===== config.mk =====
export PLATFORM = sky130hd
export DESIGN_NAME = pipeline_stage_regs
export DESIGN_NICKNAME = d
export VERILOG_FILES = /design/src/rtl/pipe_pkg.sv /design/src/rtl/pipe_reg.sv /design/src/rtl/pipeline_stage_regs.sv
export SDC_FILE = /design/constraint.sdc
export NUM_CORES = 1
export LEC_CHECK = 0
export ABC_AREA = 1
export BUFFER_PORTS_ARGS = -buffer_cell sky130_fd_sc_hd__buf_2
export CAP_MARGIN = 20
export CORE_AREA = 2 2 233 235
export DETAILED_ROUTE_END_ITERATION = 7
export DIE_AREA = 0 0 235 237
export HOLD_SLACK_MARGIN = 0.08
export PLACE_DENSITY = 0.5
export SLEW_MARGIN = 20
export SYNTH_ARGS = -nofsm -noshare
export SYNTH_HDL_FRONTEND = slang
export SYNTH_HIERARCHICAL = 1
export SYNTH_SLANG_ARGS = --single-unit

===== constraint.sdc =====
create_clock -name clk -period 19.1 [get_ports clk]
set_input_delay 2.865 -clock clk [delete_from_list [all_inputs] [get_ports clk]]
set_output_delay 2.865 -clock clk [all_outputs]
set_load 0.005 [all_outputs]

===== src/rtl/pipe_pkg.sv =====
// Shared definitions for the RV32I front-end pipeline: datapath widths,
// reset/bubble constants and the field layout of the packed decode control
// bundle used by the decoder, the hazard unit and the stage registers.
package pipe_pkg;

  localparam int XLEN   = 32;
  localparam int CTRL_W = 12;

  localparam logic [XLEN-1:0] RESET_PC  = 32'h0000_0000;
  localparam logic [XLEN-1:0] NOP_INSTR = 32'h0000_0013;  // addi x0,x0,0

  // Bit positions inside CtrlD / CtrlE; bits 11:10 are spare.
  localparam int CTRL_REG_WRITE  = 0;
  localparam int CTRL_RESULT_LO  = 1;
  localparam int CTRL_RESULT_HI  = 2;
  localparam int CTRL_MEM_WRITE  = 3;
  localparam int CTRL_JUMP       = 4;
  localparam int CTRL_BRANCH     = 5;
  localparam int CTRL_ALU_SRC    = 6;
  localparam int CTRL_ALU_CTL_LO = 7;
  localparam int CTRL_ALU_CTL_HI = 9;

  // A bundle is a no-op when it cannot change architectural state or flow.
  function automatic logic ctrlIsNop(input logic [CTRL_W-1:0] ctrl);
    return !(ctrl[CTRL_REG_WRITE] | ctrl[CTRL_MEM_WRITE] |
             ctrl[CTRL_JUMP] | ctrl[CTRL_BRANCH]);
  endfunction

endpackage


===== src/rtl/pipe_reg.sv =====
// Generic pipeline register with priority clear > hold > load.
// Clearing loads RESET_VAL, so a flushed stage looks exactly like a stage
// that has just come out of reset (bubble contents and valid bit low).
module pipe_reg #(
  parameter int               WIDTH     = 32,
  parameter logic [WIDTH-1:0] RESET_VAL = '0
) (
  input  logic             clk,
  input  logic             rst,
  input  logic             clear,
  input  logic             hold,
  input  logic [WIDTH-1:0] d,
  output logic [WIDTH-1:0] q
);

  // Register update: reset dominates, then clear, then hold, else load.
  always_ff @(posedge clk or posedge rst) begin
    if (rst) begin
      q <= RESET_VAL;
    end else if (clear) begin
      q <= RESET_VAL;
    end else if (!hold) begin
      q <= d;
    end
  end

endmodule


===== src/rtl/pipeline_stage_regs.sv =====
// Front-end pipeline state of the five-stage RV32I core: PC register,
// IF/ID register and ID/EX register, driven by the hazard unit's
// StallF/StallD/FlushD/FlushE controls, with a valid bit per stage.
// Optional build macro PIPE_PERF_CNT_EN adds saturating stall/flush
// counters; without it StallCnt/FlushCnt are constant zero.
module pipeline_stage_regs
  import pipe_pkg::*;
(
  input  logic              clk,
  input  logic              rst,
  input  logic              StallF,
  input  logic              StallD,
  input  logic              FlushD,
  input  logic              FlushE,
  input  logic [XLEN-1:0]   PCNextF,
  input  logic [XLEN-1:0]   InstrF,
  input  logic [XLEN-1:0]   PCPlus4F,
  input  logic [XLEN-1:0]   RD1D,
  input  logic [XLEN-1:0]   RD2D,
  input  logic [XLEN-1:0]   ImmExtD,
  input  logic [4:0]        Rs1D,
  input  logic [4:0]        Rs2D,
  input  logic [4:0]        RdD,
  input  logic [CTRL_W-1:0] CtrlD,
  output logic [XLEN-1:0]   PCF,
  output logic [XLEN-1:0]   InstrD,
  output logic [XLEN-1:0]   PCD,
  output logic [XLEN-1:0]   PCPlus4D,
  output logic              ValidD,
  output logic [XLEN-1:0]   RD1E,
  output logic [XLEN-1:0]   RD2E,
  output logic [XLEN-1:0]   ImmExtE,
  output logic [XLEN-1:0]   PCE,
  output logic [XLEN-1:0]   PCPlus4E,
  output logic [4:0]        Rs1E,
  output logic [4:0]        Rs2E,
  output logic [4:0]        RdE,
  output logic [CTRL_W-1:0] CtrlE,
  output logic              ValidE,
  output logic [31:0]       StallCnt,
  output logic [31:0]       FlushCnt
);

  localparam int IFID_W = 3 * XLEN + 1;
  localparam int IDEX_W = 5 * XLEN + 15 + CTRL_W + 1;

  // A flushed IF/ID holds the canonical NOP with zero PCs and ValidD low.
  localparam logic [IFID_W-1:0] IFID_BUBBLE = {NOP_INSTR, {(2 * XLEN + 1){1'b0}}};

  logic [IFID_W-1:0] ifidD;
  logic [IFID_W-1:0] ifidQ;
  logic [IDEX_W-1:0] idexD;
  logic [IDEX_W-1:0] idexQ;

  // PC register: never cleared, only held by StallF.
  pipe_reg #(
    .WIDTH     (XLEN),
    .RESET_VAL (RESET_PC)
  ) pcReg (
    .clk   (clk),
    .rst   (rst),
    .clear (1'b0),
    .hold  (StallF),
    .d     (PCNextF),
    .q     (PCF)
  );

  assign ifidD = {InstrF, PCF, PCPlus4F, 1'b1};

  // IF/ID register: FlushD beats StallD, so a stalled slot can still be squashed.
  pipe_reg #(
    .WIDTH     (IFID_W),
    .RESET_VAL (IFID_BUBBLE)
  ) ifidReg (
    .clk   (clk),
    .rst   (rst),
    .clear (FlushD),
    .hold  (StallD),
    .d     (ifidD),
    .q     (ifidQ)
  );

  assign {InstrD, PCD, PCPlus4D, ValidD} = ifidQ;

  // ID/EX has no stall; an all-zero bubble makes x0 the specifier so
  // forwarding never matches and the control bundle is a no-op.
  assign idexD = {RD1D, RD2D, ImmExtD, PCD, PCPlus4D, Rs1D, Rs2D, RdD, CtrlD, ValidD};

  pipe_reg #(
    .WIDTH     (IDEX_W),
    .RESET_VAL ('0)
  ) idexReg (
    .clk   (clk),
    .rst   (rst),
    .clear (FlushE),
    .hold  (1'b0),
    .d     (idexD),
    .q     (idexQ)
  );

  assign {RD1E, RD2E, ImmExtE, PCE, PCPlus4E, Rs1E, Rs2E, RdE, CtrlE, ValidE} = idexQ;

`ifdef PIPE_PERF_CNT_EN
  logic [31:0] stallCntQ;
  logic [31:0] flushCntQ;

  // Saturating counters: stall cycles seen by decode, and cycles with any flush.
  always_ff @(posedge clk or posedge rst) begin
    if (rst) begin
      stallCntQ <= '0;
      flushCntQ <= '0;
    end else begin
      if (StallD && (stallCntQ != 32'hFFFF_FFFF)) begin
        stallCntQ <= stallCntQ + 32'd1;
      end
      if ((FlushD || FlushE) && (flushCntQ != 32'hFFFF_FFFF)) begin
        flushCntQ <= flushCntQ + 32'd1;
      end
    end
  end

  assign StallCnt = stallCntQ;
  assign FlushCnt = flushCntQ;
`else
  assign StallCnt = '0;
  assign FlushCnt = '0;
`endif

endmodule


Word level (Yosys, flattened, before mapping)
Cells that the tools add are included.
W data, S select, Z words.

storage, ports and cells
  register bits = 317
  output and inout port bits = 381
  word-level logic and storage cells = 7

operators by class
  eq/ne operators = 1
  muxes and demuxes = 3

operators by type and width
  kind                  count
  $mux W97              2
  $mux W188             1
  $ne A2 B1 Y1 const B  1

Longest topological paths before layout
Gate-level depths: netlist of the first run.

  depth after elaboration = 2
  depth in mapped cells = 6
  gate-level depth less buffers = 4

Modules after synthesis
Netlist of the first run, hierarchy kept.

modules (own cells, without submodules)
  module               instances  cells each  area an instance (um^2)  sequential area each (um^2)
  pipe_reg (idexReg)   1          816         7,459.7                  4,704.5
  pipe_reg (ifidReg)   1          432         3,862.5                  2,431.1
  pipe_reg (pcReg)     1          141         1,295.0                  800.8
  pipeline_stage_regs  1          66          488.0                    0.0

Worst setup path before layout of the first run
Ideal clock, no wire load.

  path kind = input -> register
  start point = input StallD
  end point = register ifidReg.q[0]
  setup time = 0.117 ns
  arrival time = 3.449 ns
  data required time = 18.983 ns
  slack = 15.535 ns
  cell stages on the path = 5
  path buffers = 3
  cell sequence = buf_4 buf_4 buf_2 nand3_1 nand2_1

on the way
  longest elaborated chain between the ends = 1

RTL lines
  element                 RTL line                   RTL
  from (decl)             pipeline_stage_regs.sv:12  input logic StallD,
  $ne A2 B1 Y1 (no line)  --
  to (signal assigned)    pipe_reg.sv:19             q <= RESET_VAL;
  to (signal assigned)    pipe_reg.sv:21             q <= RESET_VAL;
  to (signal assigned)    pipe_reg.sv:23             q <= d;
  to (decl)               pipe_reg.sv:13             output logic [WIDTH-1:0] q

No other way between the ends.
A chain may end at the register's enable or synchronous reset.

Worst setup path after layout of the first run
  start point = input StallD
  end point = register ifidReg.q[60]

Same word-level chain as after synthesis.

==> flow_metrics.env, run 1 <==
export IMPL_outcome="finished, final reports clean"
export IMPL_wl_met3_um=3070
export IMPL_die_w_um=235
export IMPL_drtIter0Drc=613
export IMPL_fin_crit_ns=4.42
export IMPL_synthFlopType="dfrtp_1"
export IMPL_synth_area_leaders="dfrtp_1, nand2_1, nand3_1, buf_4, buf_2"
export IMPL_ir_drop_v=0.0000535
export IMPL_power_w=0.00157
export IMPL_cts_resized=0
export IMPL_synth_seq_cells=317
export IMPL_finalNetCount=2172
export IMPL_hold_viol=0
export IMPL_worstPathArrival_ns=4.90
export IMPL_critPathMaxStageDelay_ns=0.85
export IMPL_setup_viol=0
export IMPL_crit_chain="buf_4, nor2_4, buf_4, nand2_1, nand2_1"
export IMPL_ys_warn_count=6
export IMPL_first_global_vias=11327
export IMPL_die_area_um2=55700
export IMPL_drt_met1_wl_um=18500
export IMPL_synth_area_per_cell_um2=9.01
export IMPL_dp_slack_ns=14.10
export IMPL_gp_congestion=0.824
export IMPL_clk_latency_ns=0.55
export IMPL_vias=11552
export IMPL_r2r_slack_ns=18.27
export IMPL_clockRootBuffer="clkbuf_16"
export IMPL_wl_per_cell_um=16.7
export IMPL_routed_via_density=4.32
export IMPL_cts_tree="done"
export IMPL_fin_setup_tns_ns=0
export IMPL_place_hpwl_um=30600
export IMPL_synth_cell_types=13
export IMPL_yosysMostFrequentCell="nand2_1"
export IMPL_drc_errors=0
export IMPL_start_util_pct=24.6
export IMPL_synthDominantCellAreaShare_pct=60.0
export IMPL_cts_buffer_depth=3
export IMPL_numPortBuffers=541
export IMPL_drt_pass1_iter_count=5
export IMPL_htree_num_levels=2
export IMPL_wl_met2_um=21800
export IMPL_final_layout_size_suffix_gt1_share_pct=31.3
export IMPL_cpLargestDelayFamily="simple AND/OR/NAND/NOR gates"
export IMPL_post_cts_repair_setup_buffers=0
export IMPL_ios=606
export IMPL_antenna_found_initial=6
export IMPL_ant_nets=0
export IMPL_critPathRequiredTime_ns=19.58
export IMPL_worst_slew_pin_slew_ns=1.12
export IMPL_clk_pin_slew_ns=0.06
export IMPL_endpoint_kind="register"
export IMPL_startpoint_type="primary input"
export IMPL_grt_max_degree=190
export IMPL_area_growth_pct=30.8
export IMPL_slew_headroom_pct=25.6
export IMPL_holdWs_ns=0.490
export IMPL_top_layer_used="met5"
export IMPL_ys_seq_area_share_pct=60.6
export IMPL_rsz0062_at_grt="false"
export IMPL_synth_area_um2=13100
export IMPL_hold_class="reg2reg"
export IMPL_timing_final_crit_share_pct=23.1
export IMPL_synth_edf_count=0
export IMPL_finClkSkew_ns=0.00830
export IMPL_synth_common_cells="nand2_1, dfrtp_1, nand3_1, buf_4, buf_2"
export IMPL_pwr_density_cell_nw_per_um2=91.5
export IMPL_grt_pass1_wl_um=68400
export IMPL_crit_fanout=50
export IMPL_worstSetupPathType="in2reg"
export IMPL_syn_inst=1455
export IMPL_cts_buffers_inserted=38
export IMPL_power_leakage_nw=10.3
export IMPL_grt_overflow=0
export IMPL_drv_slew=0
export IMPL_cts_sinks=317
export IMPL_core_area_um2=53300
export IMPL_grt_total_usage_pct=15.5
export IMPL_cts_hold_buf=0
export IMPL_fmax_mhz=226
export IMPL_die_y_um=237
export IMPL_ys_async_sr_fraction_pct=100
export IMPL_slowest_stage="nor2_4"
export IMPL_layout_setup_ws_ns=14.68
export IMPL_synth_top_area_cell="dfrtp_1"
export IMPL_totalWireLength_um=44700
export IMPL_max_cap_violations=0
export IMPL_crit_buf_inv=2
export IMPL_fp_row_count=85
-- per-layer routing --
layer  vias up  track usage (%)
met4         6             5.54
met5         -                0
met3        79             3.74
li1       5501                -
met1      5523             20.1
met2       443             25.2
-- power breakdown --
part | internal [W] | switching (W)
clock | 0.000404 | 0.000290
combinational | 0.0000538 | 0.0000961
sequential | 0.000704 | 0.0000215
-- per-stage QoR --
stage	util, %	area (um2)	std cells
2_1_floorplan	-	13400	1521
3_3_place_gp	29.9	15900	2602
3_5_place_dp	29.9	15900	2602
4_1_cts	32.1	17100	2671
5_1_grt	32.2	17100	2673
6_report	32.2	17100	2673
-- cell type report --
type	instances	area (um2)
fill	5724	36100
sequential	317	7940
multi-input combinational	1025	4260
timing repair buffer	552	2820
clock buffer	56	1070
tap	696	871
clock inverter	13	116
inverter	13	65.1
antenna	1	2.50
-- sequential cells by signal, indices dropped and copies added, names as in the netlist --
register and flops:
pcReg/q 32, ifidReg/q 97, idexReg/q 188
-- layout by cell type, fill, tap and decap left out --
master and count:
inv_8 1, dfstp_2 3, inv_1 8, inv_6 4, clkinv_4 1, nor2_4 3, bufinv_16 1, clkbuf_1 13
buf_6 1, clkinv_8 1, clkbuf_8 5, diode_2 1, inv_4 1, inv_2 1, conb_1 68, buf_2 540
dfrtp_1 314, buf_4 10, buf_16 1, clkbuf_16 38, clkinv_2 8, nand3_1 314, nand2_1 640
-- worst reg2reg max path: stages, from the launching register on --
cell,delay (ns)
dfstp_2,0.52
inv_1,0.04
nand2_1,0.05
nand2_1,0.08
nand2_1,0.07
-- logic make-up after synthesis --
| kind of cell | after synthesis | share of synthesized area [%] |
|---|---|---|
| other | 2 | 0.0573 |
| and+or+nand+nor | 957 | 30.6 |
| DFF | 317 | 60.6 |
| buffers and inverters | 179 | 8.80 |
-- worst paths after layout --
path	endpoint	cells after the start	start
min in group asynchronous	pcReg/q[30]$_DFFE_PP0P_	2	rst
hold / removal	idexReg/q[43]$_DFFE_PP0P_	2	ifidReg/q[16]$_DFFE_PP0P_
setup reg to reg	ifidReg/q[66]$_DFFE_PP1P_	4	ifidReg/q[66]$_DFFE_PP1P_
setup / recovery	ifidReg/q[60]$_DFFE_PP0P_	5	StallD
max in group asynchronous	ifidReg/q[0]$_DFFE_PP0P_	3	rst
hold reg to reg	idexReg/q[43]$_DFFE_PP0P_	2	ifidReg/q[16]$_DFFE_PP0P_
No activity file was read; power rests on OpenSTA's default activity.
==> run 2, diff against run 1 <==
--- a/config.mk
+++ b/config.mk
@@ -8,11 +8,11 @@
 export ABC_AREA = 1
 export BUFFER_PORTS_ARGS = -buffer_cell sky130_fd_sc_hd__buf_2
 export CAP_MARGIN = 20
-export CORE_AREA = 2 2 233 235
+export CORE_AREA = 2 2 234 236
 export DETAILED_ROUTE_END_ITERATION = 7
-export DIE_AREA = 0 0 235 237
+export DIE_AREA = 0 0 236 238
 export HOLD_SLACK_MARGIN = 0.08
-export PLACE_DENSITY = 0.5
+export PLACE_DENSITY = 0.51
 export SLEW_MARGIN = 20
 export SYNTH_ARGS = -nofsm -noshare
 export SYNTH_HDL_FRONTEND = slang
==> constraint.sdc (replaced) <==
create_clock -name clk -period 3.82 [get_ports clk]
set_input_delay 0.573 -clock clk [delete_from_list [all_inputs] [get_ports clk]]
set_output_delay 0.573 -clock clk [all_outputs]
set_load 0.005 [all_outputs]
==> run 2 against run 1 <==
Compared with the run above:
- cell count is 0.60% higher
- combinational power rose to 5.1 times the previous value
- worst setup slack got worse by 13 ns
- non-clock buffer count up 14
- clock power rose to 5.3 times the previous value
- global-route usage down 0.056 points
- critical path type is now reg2out
- clock skew rose by 0.0033 ns
- highest routed layer unchanged
- wire length increased by 1.0%
- hold slack got worse by 0.32 ns
==> flow_metrics.env, run 2 (synthesis gave the netlist of run 1 again) <==
export IMPL_numPortBuffers=541
export IMPL_clk_latency_ns=0.54
export IMPL_pwr_share_clk_pct=45.6
export IMPL_die_w_um=236
export IMPL_largestRegisters="idexReg/q: 188 flops, ifidReg/q: 97 flops, pcReg/q: 32 flops"
export IMPL_fmax_mhz=564
export IMPL_fp_row_count=85
export IMPL_pwr_density_cell_nw_per_um2=465
export IMPL_p_int_w=0.00602
export IMPL_area_growth_pct=32.4
export IMPL_power_w=0.00807
export IMPL_outcome="finished, final reports clean"
export IMPL_wl_per_cell_um=16.8
export IMPL_fin_setup_tns_ns=0
export IMPL_worstPathArrival_ns=1.20
export IMPL_first_global_vias=11490
export IMPL_startpoint_type="register"
export IMPL_comb_power_share_pct=9.5
export IMPL_clockRootBuffer="clkbuf_16"
export IMPL_hold_viol=0
export IMPL_critPathRequiredTime_ns=3.25
export IMPL_vias=11597
export IMPL_regMostFlops="idexReg/q"
export IMPL_rsz0062_at_grt="false"
export IMPL_drt_pass1_iter_count=5
export IMPL_die_y_um=238
export IMPL_slew_headroom_pct=31.6
export IMPL_fillCellCount=5687
export IMPL_critPathMaxStageDelay_ns=0.53
export IMPL_ios=606
export IMPL_cts_sinks=317
export IMPL_endpoint_kind="primary output"
export IMPL_layout_setup_ws_ns=2.05
export IMPL_die_area_um2=56200
export IMPL_setup_viol=0
export IMPL_core_area_um2=53500
export IMPL_cts_resized=0
export IMPL_cts_hold_buf=0
export IMPL_gp_congestion=0.838
export IMPL_drtIter0Drc=622
export IMPL_largest_register_ff_count=188
export IMPL_power_leakage_nw=10.5
export IMPL_post_cts_repair_setup_buffers=0
export IMPL_place_hpwl_um=31400
export IMPL_grt_overflow=0
export IMPL_final_common_cell="nand2_1"
export IMPL_totalWireLength_um=45200
export IMPL_finClkSkew_ns=0.0116
export IMPL_crit_chain="buf_2"
export IMPL_rr_worst_depth=4
export IMPL_seqPwrFrac_pct=44.9
export IMPL_ant_nets=0
export IMPL_cts_tree="done"
export IMPL_cp_depth=1
export IMPL_finalNetCount=2187
export IMPL_hold_class="in2async"
export IMPL_grt_total_usage_pct=15.4
export IMPL_layout_common_cells="nand2_1, buf_2, nand3_1, dfrtp_1, conb_1"
export IMPL_fin_crit_ns=1.77
export IMPL_htree_num_levels=2
export IMPL_final_util_pct=32.4
export IMPL_worst_slew_pin_slew_ns=1.02
export IMPL_ir_drop_v=0.000249
export IMPL_start_util_pct=24.5
export IMPL_slowest_stage="dfstp_2"
export IMPL_grt_max_degree=190
export IMPL_p_sw_share_pct=25.4
export IMPL_drv_slew=0
export IMPL_routed_via_density=4.31
export IMPL_p_sw_w=0.00205
export IMPL_clk_pin_slew_ns=0.06
export IMPL_timing_final_crit_share_pct=46.4
export IMPL_grt_pass1_wl_um=68300
export IMPL_drc_errors=0
export IMPL_final_layout_size_suffix_gt1_share_pct=32.2
export IMPL_crit_buf_inv=1
export IMPL_dp_slack_ns=1.60
export IMPL_max_cap_violations=0
export IMPL_crit_fanout=2
export IMPL_antenna_found_initial=6
export IMPL_cpLargestDelayFamily="flip-flops"
export IMPL_cts_buffers_inserted=39
export IMPL_cts_buffer_depth=3
export IMPL_worstSetupPathType="reg2out"
run 2: final timing paths:
path	end	start	slack (ns)
hold reg to reg	idexReg/q[76]$_DFFE_PP0P_	ifidReg/q[49]$_DFFE_PP0P_	0.49
hold / removal	ifidReg/q[56]$_DFFE_PP0P_	rst	0.17
setup reg to reg	ifidReg/q[69]$_DFFE_PP1P_	ifidReg/q[69]$_DFFE_PP1P_	3.02
max in group asynchronous	idexReg/q[14]$_DFFE_PP0P_	rst	2.71
setup / recovery	InstrD[4]	ifidReg/q[69]$_DFFE_PP1P_	2.05
min in group clk	ifidReg/q[15]$_DFFE_PP0P_	PCPlus4F[14]	0.22
run 2: stage by stage:
stage	instances	hold slack, ns	instance area, um2
6_report	2689	0.168	17400
2_1_floorplan	1521	0.486	13400
3_3_place_gp	2617	0.477	16100
5_1_grt	2686	0.189	17300
3_5_place_dp	2617	0.481	16100
4_1_cts	2685	0.167	17300
run 2: power groups by stage:
stage | registers [W] | clock network, W | logic [W]
after floorplan | 0.00368 | 0 | 0.000403
after global placement | 0.00368 | 0 | 0.000758
after detailed placement | 0.00368 | 0 | 0.000761
after CTS | 0.00362 | 0.00383 | 0.000764
after global routing | 0.00364 | 0.00396 | 0.000855
final | 0.00362 | 0.00368 | 0.000763
run 2: area by class of cell:
class | instances | area, um2 | share of cell area (%)
sequential | 317 | 7940 | 45.7
clock buffer | 51 | 1090 | 6.29
multi-input combinational | 1025 | 4260 | 24.6
inverter | 13 | 61.3 | 0.353
antenna | 4 | 10.0 | 0.0577
clock inverter | 17 | 181 | 1.05
tap | 696 | 871 | 5.02
timing repair buffer | 566 | 2940 | 16.9
run 2: metal layers:
metal	global-route usage (%)	wire [um]
met1	19.2	18300
met4	5.94	1440
met5	0	43
met3	4.88	3740
met2	25.0	21600
